[config.mk]
export PLATFORM = sky130hd
export DESIGN_NAME = sseg_scan_ctrl
export DESIGN_NICKNAME = d
export VERILOG_FILES = /design/src/rtl/sseg_scan_ctrl.sv
export SDC_FILE = /design/constraint.sdc
export NUM_CORES = 1
export LEC_CHECK = 0
export ABC_AREA = 1
export CAP_MARGIN = 20
export CORE_MARGIN = 1.5
export CORE_UTILIZATION = 50
export CTS_BUF_LIST = sky130_fd_sc_hd__clkbuf_4 sky130_fd_sc_hd__clkbuf_8 sky130_fd_sc_hd__clkbuf_16
export CTS_CLUSTER_SIZE = 14
export DETAILED_ROUTE_END_ITERATION = 6
export HOLD_SLACK_MARGIN = 0.05
export PLACE_DENSITY = 0.76
export SETUP_SLACK_MARGIN = 0.5
export SLEW_MARGIN = 20
export SYNTH_ARGS = -nofsm -noshare
export SYNTH_HDL_FRONTEND = slang
export SYNTH_SLANG_ARGS = --single-unit
export TNS_END_PERCENT = 30
[constraint.sdc]
create_clock -name clk -period 3.65 [get_ports clk]
set_input_delay 0.9125 -clock clk [delete_from_list [all_inputs] [get_ports clk]]
set_output_delay 0.9125 -clock clk [all_outputs]
set_load 0.01 [all_outputs]
[src/rtl/sseg_scan_ctrl.sv]
`default_nettype none
// ============================================================================
// Module   : sseg_scan_ctrl
// Purpose  : Time-multiplexed scan controller for a 4-digit common-anode
//            seven-segment display. By default the display shows the floppy
//            track number as "F", blank, then the track in hex. A requester
//            can override the display with a 4-nibble status code. The code
//            stays on the display for HOLD_FRAMES scan frames.
// Ports    : clk      - system clock
//            rst      - asynchronous reset, active-high
//            track    - floppy track number (0..127)
//            ovr_req  - override request, sampled every cycle
//            ovr_code - override nibbles, [15:12] = digit 3 ... [3:0] = digit 0
//            ovr_ack  - one-cycle pulse: request accepted, code latched
//            busy     - high while the override is on the display
//            seg_n    - segments g..a, active-low, registered
//            dig_n    - digit enables, active-low, bit i = digit i, registered
// Revision : 1.0 - initial release
// ============================================================================
module sseg_scan_ctrl #(
    parameter int SCAN_DIV    = 1024,
    parameter int BLANK_CYC   = 16,
    parameter int HOLD_FRAMES = 256
) (
    input  logic        clk,
    input  logic        rst,
    input  logic [6:0]  track,
    input  logic        ovr_req,
    input  logic [15:0] ovr_code,
    output logic        ovr_ack,
    output logic        busy,
    output logic [6:0]  seg_n,
    output logic [3:0]  dig_n
);

    localparam int DIV_W  = (SCAN_DIV > 1) ? $clog2(SCAN_DIV) : 1;
    localparam int HOLD_W = $clog2(HOLD_FRAMES + 1);

    localparam logic [DIV_W-1:0]  c_div_max = DIV_W'(SCAN_DIV - 1);
    localparam logic [DIV_W-1:0]  c_blank   = DIV_W'(BLANK_CYC);
    localparam logic [HOLD_W-1:0] c_hold    = HOLD_W'(HOLD_FRAMES);
    localparam logic [HOLD_W-1:0] c_hold_1  = HOLD_W'(1);

    typedef enum logic [0:0] {
        SHOW_TRK = 1'b0,
        SHOW_OVR = 1'b1
    } state_t;

    state_t              r_state;
    state_t              w_state_nxt;
    logic [DIV_W-1:0]    r_div;
    logic [1:0]          r_idx;
    logic [6:0]          r_snap;
    logic [15:0]         r_code;
    logic [15:0]         w_code_nxt;
    logic [HOLD_W-1:0]   r_hold;
    logic [HOLD_W-1:0]   w_hold_nxt;
    logic                w_slot_end;
    logic                w_frame_end;
    logic                w_frame_start;
    logic [6:0]          w_seg_lit;

    // Active-low gfedcba hex font.
    function automatic logic [6:0] font(input logic [3:0] nib);
        logic [6:0] seg;
        case (nib)
            4'h0:    seg = 7'h40;
            4'h1:    seg = 7'h79;
            4'h2:    seg = 7'h24;
            4'h3:    seg = 7'h30;
            4'h4:    seg = 7'h19;
            4'h5:    seg = 7'h12;
            4'h6:    seg = 7'h02;
            4'h7:    seg = 7'h78;
            4'h8:    seg = 7'h00;
            4'h9:    seg = 7'h10;
            4'hA:    seg = 7'h08;
            4'hB:    seg = 7'h03;
            4'hC:    seg = 7'h46;
            4'hD:    seg = 7'h21;
            4'hE:    seg = 7'h06;
            default: seg = 7'h0E;
        endcase
        return seg;
    endfunction

    assign w_slot_end    = (r_div == c_div_max);
    assign w_frame_end   = w_slot_end && (r_idx == 2'd3);
    assign w_frame_start = (r_div == '0) && (r_idx == 2'd0);
    assign busy          = (r_state == SHOW_OVR);

    // Scan divider, digit index and per-frame track snapshot. Taking the
    // snapshot in the first (always blanked) cycle of the frame means every
    // lit slot in that frame sees the same track value.
    always_ff @(posedge clk or posedge rst) begin
        if (rst) begin
            r_div  <= '0;
            r_idx  <= 2'd0;
            r_snap <= 7'd0;
        end else begin
            if (w_slot_end) begin
                r_div <= '0;
                r_idx <= r_idx + 2'd1;
            end else begin
                r_div <= r_div + 1'b1;
            end
            if (w_frame_start) begin
                r_snap <= track;
            end
        end
    end

    // Display-source state register.
    always_ff @(posedge clk or posedge rst) begin
        if (rst) begin
            r_state <= SHOW_TRK;
            r_code  <= 16'h0000;
            r_hold  <= '0;
            ovr_ack <= 1'b0;
        end else begin
            r_state <= w_state_nxt;
            r_code  <= w_code_nxt;
            r_hold  <= w_hold_nxt;
            ovr_ack <= ovr_req;
        end
    end

    // A request always wins, including over the expiry of the current hold,
    // so a back-to-back override shows no gap on the display.
    always_comb begin
        w_state_nxt = r_state;
        w_code_nxt  = r_code;
        w_hold_nxt  = r_hold;
        if (ovr_req) begin
            w_state_nxt = SHOW_OVR;
            w_code_nxt  = ovr_code;
            w_hold_nxt  = c_hold;
        end else if ((r_state == SHOW_OVR) && w_frame_end) begin
            if (r_hold == c_hold_1) begin
                w_state_nxt = SHOW_TRK;
                w_hold_nxt  = '0;
            end else begin
                w_hold_nxt  = r_hold - c_hold_1;
            end
        end
    end

    // Segment pattern for the digit currently being scanned.
    always_comb begin
        w_seg_lit = 7'h7F;
        if (r_state == SHOW_OVR) begin
            case (r_idx)
                2'd3:    w_seg_lit = font(r_code[15:12]);
                2'd2:    w_seg_lit = font(r_code[11:8]);
                2'd1:    w_seg_lit = font(r_code[7:4]);
                default: w_seg_lit = font(r_code[3:0]);
            endcase
        end else begin
            case (r_idx)
                2'd3:    w_seg_lit = 7'h0E;
                2'd2:    w_seg_lit = 7'h7F;
                2'd1:    w_seg_lit = font({1'b0, r_snap[6:4]});
                default: w_seg_lit = font(r_snap[3:0]);
            endcase
        end
    end

    // Registered pin drive with a blanking guard at the start of every slot.
    always_ff @(posedge clk or posedge rst) begin
        if (rst) begin
            seg_n <= 7'h7F;
            dig_n <= 4'hF;
        end else if (r_div < c_blank) begin
            seg_n <= 7'h7F;
            dig_n <= 4'hF;
        end else begin
            seg_n <= w_seg_lit;
            dig_n <= ~(4'b0001 << r_idx);
        end
    end

endmodule
`default_nettype wire

# == Word-level counts from Yosys, hierarchy flattened ==
# Memories as Yosys holds them, arrays and structs flattened.
# Cells that the tools add are included.
# word_totals
word_cells,46
out_inout_bits,13
mem_count,6
input_bits,26
romBits,616
reg_bits,57
# mem_list
name,depth,word_bits,read_ports,rd_clocked_by_memory_dff,wr,line_no,source
(no name shown),16,7,1,0,0,66,case (nib)
(no name shown),16,7,1,0,0,66,
(no name shown),16,7,1,0,0,66,
(no name shown),16,7,1,0,0,66,
(no name shown),16,7,1,0,0,66,
(no name shown),8,7,1,0,0,66,
# op_classes
n_addsub,3
n_reduce_logical,8
order_cmp,1
bitwise,1
mux,12
n_shift,1
n_eq_ne,5
# op_table
operator,count
7-bit one-hot mux with 3 select lines,2
9-bit 2-to-1 mux,3
7-bit 2-to-1 mux,2
10-bit by 1-bit adder with 10-bit output (second input constant),1
10-bit equality test (second input constant),1
10-bit logical NOT,1
10-bit by 5-bit less-than comparator with 1-bit output (second input constant),1
10-bit 2-to-1 mux,1
9-bit by 1-bit equality test with 1-bit output (second input constant),1
9-bit by 1-bit subtractor with 9-bit output (second input constant),1
2-bit equality test (second input constant),2
4-bit 2-to-1 mux,1
4-bit NOT,1
2-bit nonzero test,2
1-bit by 2-bit left shift with 4-bit output (first input constant),1
1-bit logical AND,3
1-bit 2-to-1 mux,3
2-bit by 1-bit adder with 2-bit output (second input constant),1
2-bit by 1-bit equality test with 1-bit output (second input constant),1
2-bit logical NOT,1
2-bit AND reduction,1

# == Longest topological paths before layout ==
# depth
depth_word,5
depth_mapped,11
mapped_depth_nobuf,11

# == Least setup slack after synthesis ==
# No wires, ideal clock.
# synth_path
path_kind,input to register
startpoint,input ovr_req
endpoint,register r_hold[6]
t_arrival_ps,1630
path_buffers,1
t_required_ps,3585
stages,6
slack_ps,1955
setup_time_ps,65
cell_sequence,buf_2 -> inv_1 -> nand2_1 -> nor2_8 -> nand2_1 -> nand2_1
# synth_between
elab_chain_len,1
word_cells_on_any_way,2
cone_classes,mux: 1; reduce/logical: 1
# synth_lines
item,line_no,source
from (decl),28,"input logic ovr_req,"
9-bit 2-to-1 mux or 2-bit nonzero test (tied branches),n/a,
to (signal assigned),123,r_hold <= w_hold_nxt;
to (decl),56,logic [HOLD_W-1:0] r_hold;
# Several ways; a longest one is shown, not always the timed one.
# A chain may end at the register's enable or synchronous reset.

# == Worst setup path in the final report ==
# layout_path
startpoint,"register r_state, in the netlist busy"
endpoint,output busy
# layout_lines
item,line_no,source
from (decl),49,state_t r_state;
from (signal assigned),121,r_state <= w_state_nxt;
to (decl),31,"output logic busy,"
# No word-level cell between the ends.

==> reports/metrics.cfg <==
[run_status]
status=finished clean

[global_routing]
track_usage_pct=23.5
antenna_found_initial=0
grt_pass1_vias=3726
grt_max_degree=37
overflow=0
grt_first_pass_wirelength_microns=16700

[synthesis]
avgSynthCellArea_sq_um=7.16
yosys-top-cells-count=189 x nand2_1, 65 x inv_1, 50 x nor2_1
yosysMostFrequentCell=nand2_1
synth_top_area_cell=dfrtp_1
async_flop_share_pct=100
syn_nets=671
synth_top_area_share_pct=26.8
syn-instance-count=599
syn-cell-area_sq_mm=0.00429
synthDistinctLibCells=34
synth-seq-area-share_pct=33.6
synth.area.top_cells=dfrtp_1 27%, nand2_1 17%, ha_1 13%
synth_ff_type=dfrtp_1
synth-seq-cells=57
yosysWarningCount=0
synth_edf_count=0

[detailed_routing]
drcViolationCount=0
wl_per_cell_microns=12.9
drtIter0Drc=150
drtPass1Iterations=5
wirelength_microns=9580
ant_nets=0
vias=3828
via_per_inst=5.14

[sta]
report.final.slew_viol_count=0
finalSetupTns_ns=0
fmax_mhz=402
final.min_clock_period_ns=2.49
maxSlewHeadroom_pct=49.7
fin_crit_sh_pct=68.1
hold_violations=0
setup_viol_count_final=0
worst_pin_slew_ns=0.753
skew_ns=0.0105
rsz0062_at_grt=no

[worst_hold_path]
hp-class=reg -> reg

[run]
cap_violations=0

[finish]
multi_input_area_sq_mm=0.00249
fill_cells=760
seqCellArea_sq_mm=0.00144
syn_to_final_growth_pct=16.9
drive_above_1_share_pct=10.6
nets=707
postLayoutCoreUtil_pct=60.7
fin_area_sq_mm=0.00501
num_antenna_cells=0

[clock_network]
post_cts_buffers=0
cts_tree=yes
htreeDepth=3
clockBufferDepth=2
cts_resized=0
clock_sinks=57
cts-root-buf=clkbuf_8
cts_hold_buf=0
clk_pin_slew_ns=0.07
clk_latency_ns=0.35
numCtsBuffers=9

[critical_path]
critPathBufInv=1
crit_arrival_ns=1.57
slowest_stage=clkdlybuf4s50_1
start_kind=flip-flop
crit_path_max_fanout=12
worstPathCellList=clkdlybuf4s50_1
worst_path_largest_cell_delay_ns=0.65
cp.required_ns=2.74
crit_type=reg -> out
crit_path_end_kind=output pin
critPathTopFamily=buffers and inverters

[power]
clockPowerShare_pct=43.2
intPower_w=0.00131
p_sw_w=0.000483
power_density_mw_per_mm2=358
seqPwrFrac_pct=39.7
power.leakage_nw=2.52
ir_drop_mv=0.220
combPwrFrac_pct=17.1
finalPower_w=0.00180
power_switching_share_pct=26.9

[placed_design]
dpl.hpwl_microns=7110
dpl-instance-area_sq_mm=0.00475
io_buffers=38
routabilityCongestion=0.917

[floorplan]
start_util_pct=51.9
coreArea_sq_mm=0.00826
rows=33
die_x_microns=95.6
die_h_microns=95.6
io_pins=39
die_area_sq_mm=0.00914

final cells by class:
cell class	count	area share [%]
timing repair buffer	40	8.14
clock inverter	4	1.95
multi-input combinational	452	49.6
clock buffer	12	3.30
sequential	57	28.7
tap	105	2.62
inverter	75	5.67
layout by cell type, fill, tap and decap left out, types with 2 or more instances in the layout:
cell type | netlist | routed
nand2_1 | 189 | 189
inv_1 | 65 | 64
nor2_1 | 50 | 50
ha_1 | 46 | 46
dfrtp_1 | 46 | 46
nand3_1 | 45 | 45
clkdlybuf4s50_1 | 0 | 38
o21ai_0 | 35 | 35
a21oi_1 | 32 | 32
clkbuf_8 | 0 | 12
dfstp_2 | 11 | 11
inv_2 | 9 | 10
a21oi_2 | 8 | 8
xor2_1 | 8 | 8
nor3_1 | 6 | 6
nor2_2 | 5 | 5
o21ai_1 | 5 | 5
o211ai_1 | 4 | 4
nor2_4 | 3 | 3
or2_2 | 3 | 3
bufinv_16 | 0 | 3
nand2_4 | 2 | 2
nand2_2 | 2 | 2
or2_0 | 2 | 2
power groups by stage:
stage	clock network (W)	logic [W]	registers (W)
6_report	0.000776	0.000307	0.000713
3_3_place_gp	0	0.000295	0.000721
4_1_cts	0.000794	0.000308	0.000712
5_1_grt	0.000823	0.000351	0.000718
2_1_floorplan	0	0.000203	0.000715
3_5_place_dp	0	0.000305	0.000723
path summary, 6_finish.rpt:
check,start,end,slack [ns],depth (start not counted)
min in group asynchronous,rst,r_snap[4],1.02,2
min reg2reg,r_hold[4],r_hold[4],0.50,2
max,busy,busy,1.16,1
max in group asynchronous,rst,dig_n[2],1.96,3
min,r_hold[4],r_hold[4],0.50,2
max reg2reg,r_idx[0],r_snap[5],1.58,7
flip-flops by register name, indices dropped and copies added, names as in the netlist:
signal / count
busy: 1
dig_n: 4
ovr_ack: 1
r_code: 16
r_div: 10
r_hold: 9
r_idx: 2
r_snap: 7
seg_n: 7
cells by family (layout without fill, tap and decap cells):
family,count (synthesis),in the layout,synth area share (%)
buffers and inverters,90,131,8.46
AOI/OAI and AO/OA,84,84,10.7
DFF,57,57,33.6
and+or+nand+nor,313,313,32.0
xor gates and xnor gates,9,9,1.84
adders and majority gates,46,46,13.4
stage by stage:
step | hold WS [ns] | std cells | worst slack [ns]
after global placement | 0.484 | 729 | 1.28
final | 0.505 | 745 | 1.16
after CTS | 0.517 | 745 | 1.13
after global routing | 0.563 | 745 | 1.09
after detailed placement | 0.496 | 729 | 1.24
after floorplan | 0.449 | 599 | 1.36
metal layers:
metal	global-route usage, %	wire, microns
met3	5.66	398
met4	7.72	150
met1	29.6	4360
met5	0	0
met2	39.4	4670
Power figures use the tool's default switching activity.
